$ cat src/rtl/keypad_scanner_if.sv
// Keypad scanner signal bundle: matrix rows/columns plus the decoded key output strobe.
// master = scanner side, slave = keypad matrix / key consumer side.
interface keypad_scanner_if;
    logic [3:0] rows;
    logic [3:0] cols;
    logic [3:0] key;
    logic       key_valid;
    logic       key_held;

    modport master (
        input  rows,
        output cols,
        output key,
        output key_valid,
        output key_held
    );

    modport slave (
        output rows,
        input  cols,
        input  key,
        input  key_valid,
        input  key_held
    );
endinterface

$ cat src/rtl/keypad_scanner.sv
// 4x4 active-low keypad scanner: row sync, column scan, debounce FSM, one key_valid per press.
// Optional auto-repeat of a held key when KEYPAD_AUTOREPEAT_EN is defined.
module keypad_scanner #(
    parameter int unsigned SCAN_DIV       = 1000,
    parameter int unsigned DEBOUNCE_SCANS = 4,
    parameter int unsigned REPEAT_SCANS   = 64
) (
    input  logic              clk,
    input  logic              reset,
    keypad_scanner_if.master  kp
);

    localparam int unsigned SW = $clog2(SCAN_DIV);
    localparam int unsigned CW = $clog2(DEBOUNCE_SCANS + 1);

    if (SCAN_DIV < 4 || DEBOUNCE_SCANS < 1 || REPEAT_SCANS < 1) begin : g_bad_params
        $error("keypad_scanner: illegal parameter values");
    end

    typedef enum logic [1:0] {IDLE, DEBOUNCE, PRESSED, RELEASE} state_t;

    logic [3:0]    rows_meta, rows_sync;
    logic [SW-1:0] slot_cnt;
    logic [1:0]    col;
    logic          slot_end, scan_end;

    logic [3:0]    lows;
    logic [2:0]    col_n;
    logic [1:0]    col_row;
    logic [2:0]    tot;
    logic [1:0]    tot_sat;
    logic [1:0]    acc_n;
    logic [3:0]    acc_code, new_code;
    logic          res_none, res_single;

    state_t        state_q, state_n;
    logic [CW-1:0] cnt_q, cnt_n;
    logic [3:0]    cand_q, cand_n;
    logic [3:0]    key_q, key_n;
    logic          valid_q, valid_n;

    function automatic logic [3:0] key_code(input logic [1:0] r, input logic [1:0] c);
        logic [3:0] code;
        case ({r, c})
            4'b00_00: code = 4'd1;
            4'b00_01: code = 4'd2;
            4'b00_10: code = 4'd3;
            4'b00_11: code = 4'd10;
            4'b01_00: code = 4'd4;
            4'b01_01: code = 4'd5;
            4'b01_10: code = 4'd6;
            4'b01_11: code = 4'd11;
            4'b10_00: code = 4'd7;
            4'b10_01: code = 4'd8;
            4'b10_10: code = 4'd9;
            4'b10_11: code = 4'd12;
            4'b11_00: code = 4'd14;
            4'b11_01: code = 4'd0;
            4'b11_10: code = 4'd15;
            default:  code = 4'd13;
        endcase
        return code;
    endfunction

    always_ff @(posedge clk or posedge reset) begin
        if (reset) begin
            rows_meta <= '1;
            rows_sync <= '1;
        end else begin
            rows_meta <= kp.rows;
            rows_sync <= rows_meta;
        end
    end

    assign slot_end = (slot_cnt == SW'(SCAN_DIV - 1));
    assign scan_end = slot_end && (col == 2'd3);

    always_ff @(posedge clk or posedge reset) begin
        if (reset) begin
            slot_cnt <= '0;
            col      <= '0;
        end else if (slot_end) begin
            slot_cnt <= '0;
            col      <= col + 2'd1;
        end else begin
            slot_cnt <= slot_cnt + SW'(1);
        end
    end

    assign kp.cols = ~(4'b0001 << col);

    // Contacts are tallied across the four column slots; the tally saturates at 2 (= MULTI).
    always_comb begin
        lows    = ~rows_sync;
        col_n   = {2'b00, lows[0]} + {2'b00, lows[1]} + {2'b00, lows[2]} + {2'b00, lows[3]};
        col_row = '0;
        for (int unsigned i = 0; i < 4; i++) begin
            if (lows[i]) col_row = 2'(i);
        end
        tot      = {1'b0, acc_n} + col_n;
        tot_sat  = (tot >= 3'd2) ? 2'd2 : tot[1:0];
        new_code = (col_n == 3'd1) ? key_code(col_row, col) : acc_code;
        res_none   = (tot == 3'd0);
        res_single = (tot == 3'd1);
    end

    always_ff @(posedge clk or posedge reset) begin
        if (reset) begin
            acc_n    <= '0;
            acc_code <= '0;
        end else if (slot_end) begin
            acc_n    <= (col == 2'd3) ? 2'd0 : tot_sat;
            acc_code <= new_code;
        end
    end

`ifdef KEYPAD_AUTOREPEAT_EN
    localparam int unsigned RW = $clog2(REPEAT_SCANS + 1);
    logic [RW-1:0] rep_q, rep_n;

    always_ff @(posedge clk or posedge reset) begin
        if (reset) rep_q <= '0;
        else       rep_q <= rep_n;
    end
`endif

    always_ff @(posedge clk or posedge reset) begin
        if (reset) begin
            state_q <= IDLE;
            cnt_q   <= '0;
            cand_q  <= '0;
            key_q   <= '0;
            valid_q <= 1'b0;
        end else begin
            state_q <= state_n;
            cnt_q   <= cnt_n;
            cand_q  <= cand_n;
            key_q   <= key_n;
            valid_q <= valid_n;
        end
    end

    always_comb begin
        state_n = state_q;
        cnt_n   = cnt_q;
        cand_n  = cand_q;
        key_n   = key_q;
        valid_n = 1'b0;
`ifdef KEYPAD_AUTOREPEAT_EN
        rep_n   = rep_q;
`endif
        if (scan_end) begin
            case (state_q)
                IDLE: begin
                    if (res_single) begin
                        cand_n = new_code;
                        if (DEBOUNCE_SCANS == 1) begin
                            key_n   = new_code;
                            valid_n = 1'b1;
                            state_n = PRESSED;
                            cnt_n   = '0;
`ifdef KEYPAD_AUTOREPEAT_EN
                            rep_n   = '0;
`endif
                        end else begin
                            state_n = DEBOUNCE;
                            cnt_n   = CW'(1);
                        end
                    end
                end
                DEBOUNCE: begin
                    if (res_single && new_code == cand_q) begin
                        if (cnt_q == CW'(DEBOUNCE_SCANS - 1)) begin
                            key_n   = cand_q;
                            valid_n = 1'b1;
                            state_n = PRESSED;
                            cnt_n   = '0;
`ifdef KEYPAD_AUTOREPEAT_EN
                            rep_n   = '0;
`endif
                        end else begin
                            cnt_n = cnt_q + CW'(1);
                        end
                    end else begin
                        state_n = IDLE;
                        cnt_n   = '0;
                    end
                end
                PRESSED: begin
                    if (res_none) begin
                        state_n = (DEBOUNCE_SCANS == 1) ? IDLE : RELEASE;
                        cnt_n   = (DEBOUNCE_SCANS == 1) ? CW'(0) : CW'(1);
                    end
`ifdef KEYPAD_AUTOREPEAT_EN
                    else if (res_single && new_code == key_q) begin
                        if (rep_q == RW'(REPEAT_SCANS - 1)) begin
                            valid_n = 1'b1;
                            rep_n   = '0;
                        end else begin
                            rep_n = rep_q + RW'(1);
                        end
                    end else begin
                        rep_n = '0;
                    end
`endif
                end
                RELEASE: begin
                    if (res_none) begin
                        if (cnt_q == CW'(DEBOUNCE_SCANS - 1)) begin
                            state_n = IDLE;
                            cnt_n   = '0;
                        end else begin
                            cnt_n = cnt_q + CW'(1);
                        end
                    end else begin
                        state_n = PRESSED;
                        cnt_n   = '0;
`ifdef KEYPAD_AUTOREPEAT_EN
                        rep_n   = '0;
`endif
                    end
                end
                default: begin
                    state_n = IDLE;
                    cnt_n   = '0;
                end
            endcase
        end
    end

    assign kp.key       = key_q;
    assign kp.key_valid = valid_q;
    assign kp.key_held  = (state_q == PRESSED) || (state_q == RELEASE);

endmodule

$ cat src/flat_wrapper.sv
// flat-port wrapper written by rule: the top's interface ports become plain ports
module keypad_scanner_flat 
#(
    parameter int unsigned SCAN_DIV       = 1000,
    parameter int unsigned DEBOUNCE_SCANS = 4,
    parameter int unsigned REPEAT_SCANS   = 64
)
  (clk, reset, kp_rows, kp_cols, kp_key, kp_key_valid, kp_key_held);
  keypad_scanner_if kp_i ();
  input  logic clk;
  input  logic reset;
  input wire logic [$bits(kp_i.rows)-1:0] kp_rows;
  output wire logic [$bits(kp_i.cols)-1:0] kp_cols;
  output wire logic [$bits(kp_i.key)-1:0] kp_key;
  output wire logic [$bits(kp_i.key_valid)-1:0] kp_key_valid;
  output wire logic [$bits(kp_i.key_held)-1:0] kp_key_held;
  assign kp_i.rows = kp_rows;
  assign kp_cols = kp_i.cols;
  assign kp_key = kp_i.key;
  assign kp_key_valid = kp_i.key_valid;
  assign kp_key_held = kp_i.key_held;
  keypad_scanner #(.SCAN_DIV(SCAN_DIV), .DEBOUNCE_SCANS(DEBOUNCE_SCANS), .REPEAT_SCANS(REPEAT_SCANS)) u_core (.clk(clk), .reset(reset), .kp(kp_i));
endmodule
$ cat config.mk
export PLATFORM = sky130hd
export DESIGN_NAME = keypad_scanner_flat
export DESIGN_NICKNAME = d
export VERILOG_FILES = /design/src/rtl/keypad_scanner_if.sv /design/src/rtl/keypad_scanner.sv /design/src/flat_wrapper.sv
export SDC_FILE = /design/constraint.sdc
export NUM_CORES = 1
export LEC_CHECK = 0
export BUFFER_PORTS_ARGS = -buffer_cell sky130_fd_sc_hd__buf_2
export CAP_MARGIN = 0
export CORE_MARGIN = 5
export CORE_UTILIZATION = 35
export DETAILED_ROUTE_END_ITERATION = 7
export GPL_ROUTABILITY_DRIVEN = 0
export PLACE_DENSITY = 0.59
export REMOVE_ABC_BUFFERS = 1
export SYNTH_ARGS = -nofsm -noshare
export SYNTH_HDL_FRONTEND = slang
export SYNTH_SLANG_ARGS = --single-unit
$ cat constraint.sdc
create_clock -name clk -period 5.7 [get_ports clk]
set_clock_uncertainty 0.05 [all_clocks]
set_input_delay 1.14 -clock clk [delete_from_list [all_inputs] [get_ports clk]]
set_output_delay 1.14 -clock clk [all_outputs]
set_load 0.005 [all_outputs]
==> results.txt <==
- The run finished with clean final reports.
- Cell breakdown of the critical path: inv_1 -> ha_1 -> fa_1 -> ha_1 -> or3b_1 -> o31ai_1 -> xor2_1 -> o41ai_1 -> a32o_1
* Total count of max-transition violations in the final report: 0
- In the routed layout, each cell is associated on average with a via count of 4.92.
- Global-route wire length before repair: 6410 µm
* First-pass iteration count of the detailed router: 4
* Most used flip-flop cell after synthesis: sky130_fd_sc_hd__dfrtp_1
- For the worst flop-to-flop path, the logic depth is 9.
- Counting flops with a built-in enable in the synthesized netlist gives 0.
* Vias in the first global route: 1348
- Drc violations: 0
- Main combinational cell family by area after synthesis: simple AND/OR/NAND/NOR gates
- IO Port Bufs: 15
- Minimum clock period after layout: 3.84 ns
* Initial cell density of the core: 0.360
- At the worst endpoint, the required time is 5.88 ns.
- Critical path's most frequent cell: sky130_fd_sc_hd__ha_1
* Netlist area before placement: 0.00212 mm²
- Ys async rst share: 1.00
- Clock Pin Slew Worst Setup and Hold Paths: 0.08 ns
- In this run, distinct cell masters in the synthesized netlist total 47.
* Slowest stage cell on the critical path: sky130_fd_sc_hd__o41ai_1
* Relative area change from synthesis to final layout: 11.6%
- Buffers & Inverters on Critical Path: 1
* Crit-path max cell delay: 0.67 ns
- In this run the critical register-to-register path is captured at u_core.cnt_q[1].
* Diodes inserted: 0
* Crit share post-route: 0.674
* Count of endpoints failing setup in the final report: 0
* Die boundary height: 87.8 µm
- Tracing the worst setup path back leads to its startpoint at u_core.rows_sync[1].
- Post-route ant nets: 0
- RSZ-0062 raised after global routing: false
- Core outline area: 0.00589 mm²
- The portion of synthesized area spent on multiplexers is 0.0420.
- The setup check on the worst reg-to-reg path leaves a slack of 1.86 ns.
- Dividing total power by cell area gives a power density of 225 mW/mm².
* Buffer depth of the longest clock path: 2
- Highest attainable clock frequency: 260 MHz
- Average cell area after synthesis: 10.5 µm²
* Largest net degree at the start of global routing: 41
* Buffer count from post-CTS setup fixing: 0
* Resize count post-CTS: 0
* Overall overflow remaining after global route: 0
* Clock Latency Late Sink: 0.29 ns
- Max transition margin: 0.519
* Overall via count from detail_route: 1447
- TritonCTS built the clock tree.
* Root Buffer Master: sky130_fd_sc_hd__clkbuf_8
* Number of placement rows: 28
- The number of antenna violations at the first check in global routing was 0.
- Tightest Pin Transition: 0.720 ns
* Adder-cell share of the synthesized area: 0.0839
* Post-cts hold buffer count: 0
* Sequential fraction of the synthesis area: 0.478
- Total clock buffers created by CTS: 5
- Non-filler cells in the finished layout: 294
- Sum of negative setup slack: 0 ns
- Floorplan die width: 87.8 µm
- Of the total synthesized cell area, the portion taken by XOR and XNOR cells is 0.0538.
- Data on the critical path arrives at its endpoint at 4.03 ns.
- Reg2reg start: u_core.rows_sync[1]
- The tool flagged a number of max-cap violations equal to 0.
- Yosys synthesis warning count: 0
- TritonCTS sink count: 40
* Compound-gate portion of the synthesized area: 0.121
- After detailed routing, the average wire length per cell comes to 12.4 µm.
- The die covers 0.00770 mm².
- DPL Wire Length: 2580 µm
- The count of endpoints failing hold in the final timing report is 0.
- Placed cell count: 286
- Max IR drop VDD: 0.000156 V
- In this run the count of I/O pins placed on the die edge is 16.
- Leakage power: 1.08 nW
- Of the cells placed in the final design, the portion with a size suffix greater than 1 is 0.242.
- Global-route usage over all layers: 0.107
- For this block, the initial DRC count from the detailed router was 99.
- The kind of cell with the highest combined delay along the critical path is compound AO/OA/AOI/OAI gates.
* Category of the critical setup timing path: reg -> reg
* Commonest cells after routing, fill and taps aside: sky130_fd_sc_hd__dfrtp_1, sky130_fd_sc_hd__nor2_1, sky130_fd_sc_hd__inv_1
- Number of register bits inferred by synthesis: 40
- Leaving out fill and tap cells, the most frequent cell in the layout is sky130_fd_sc_hd__dfrtp_1.
* Critical path peak fanout: 7
- The worst setup path is launched from a register.
* Area fraction in and, or, nand and nor cells after synthesis: 0.176
* Logic depth of the worst path, buffers included: 9
* Element type at the critical path end: register
* Cell count after synthesis: 202
* Final nets: 237
- The min-delay analysis places its worst path in the category reg -> reg.
* Maximum level of the CTS H-tree: 2
- Overall routed net length: 3630 µm
* Worst Setup EP: u_core.cnt_q[1]
## worst min-delay path by stage
stage / from / endpoint / slack (ns) / depth (start not counted)
floorplan: u_core.rows_meta[0] / u_core.rows_sync[0] / 0.30 / 0
global placement: u_core.rows_meta[2] / u_core.rows_sync[2] / 0.30 / 0
detailed placement: u_core.rows_meta[3] / u_core.rows_sync[3] / 0.30 / 0
CTS: u_core.rows_meta[2] / u_core.rows_sync[2] / 0.31 / 0
global route: u_core.rows_meta[0] / u_core.rows_sync[0] / 0.31 / 0
finish: u_core.rows_meta[2] / u_core.rows_sync[2] / 0.31 / 0
## state kept, by name, indices dropped and copies added, names as in the netlist
name and flops:
u_core.slot_cnt 10, u_core.acc_code 4, u_core.cand_q 4, u_core.kp.key 4
u_core.rows_meta 4, u_core.rows_sync 4, u_core.cnt_q 3, u_core.acc_n 2
u_core.col 2, u_core.state_q 2, u_core.kp.key_valid 1
## layer usage
metal / vias to the layer above / wire, µm / global-route usage
li1: 722 / - / -
met5: - / 0 / 0
met3: 4 / 199 / 0.0423
met4: 0 / 33 / 0.0293
met2: 31 / 1490 / 0.150
met1: 690 / 1910 / 0.154
## cell type report
cell class	instances	area (µm²)
multi-input combinational	136	1010
inverter	18	67.6
clock inverter	2	10.0
sequential	40	1010
timing repair buffer	17	90.1
clock buffer	6	82.6
fill	589	3520
tap	75	93.8
## through the flow
step / setup slack, ns / utilization / cell area [µm²] / hold WS [ns] / power [W]
finish: 1.86 / 0.401 / 2360 / 0.307 / 0.000531
global route: 1.67 / 0.401 / 2360 / 0.310 / 0.000560
CTS: 1.86 / 0.401 / 2360 / 0.309 / 0.000541
detailed placement: 1.89 / 0.386 / 2270 / 0.297 / 0.000342
global placement: 1.97 / 0.386 / 2270 / 0.296 / 0.000341
floorplan: 2.20 / - / 2090 / 0.295 / 0.000331
## cells by family (layout without fill, tap and decap cells)
kind of cell	after synthesis	count (layout)
flops	40	40
simple gates	67	67
buf+inv	26	43
fa+ha+maj	13	13
xor+xnor	13	13
mux	8	8
compound gates	35	35
## Yosys cell counts, drive strengths merged, types with 3 or more instances
cell    number  area, µm²
a21oi        6       33.8
a31oi        4       40.0
and3         3       18.8
clkbuf       7       26.3
dfrtp       32        801
dfstp        8        210
ha          11        138
inv         18       67.6
mux2         7       78.8
nand2       16       60.1
nand2b       3       18.8
nand3        6       30.0
nor2        18       67.6
nor2b        4       25.0
nor4         4       52.6
o21ai       10       53.8
o31ai        3       22.5
xnor2        6       52.6
xor2         7       61.3
## power by group
group	internal [W]	switching, W
logic	0.0000161	0.0000283
registers	0.000289	0.00000226
clock network	0.0000966	0.0000991
Power figures use the tool's default switching activity.
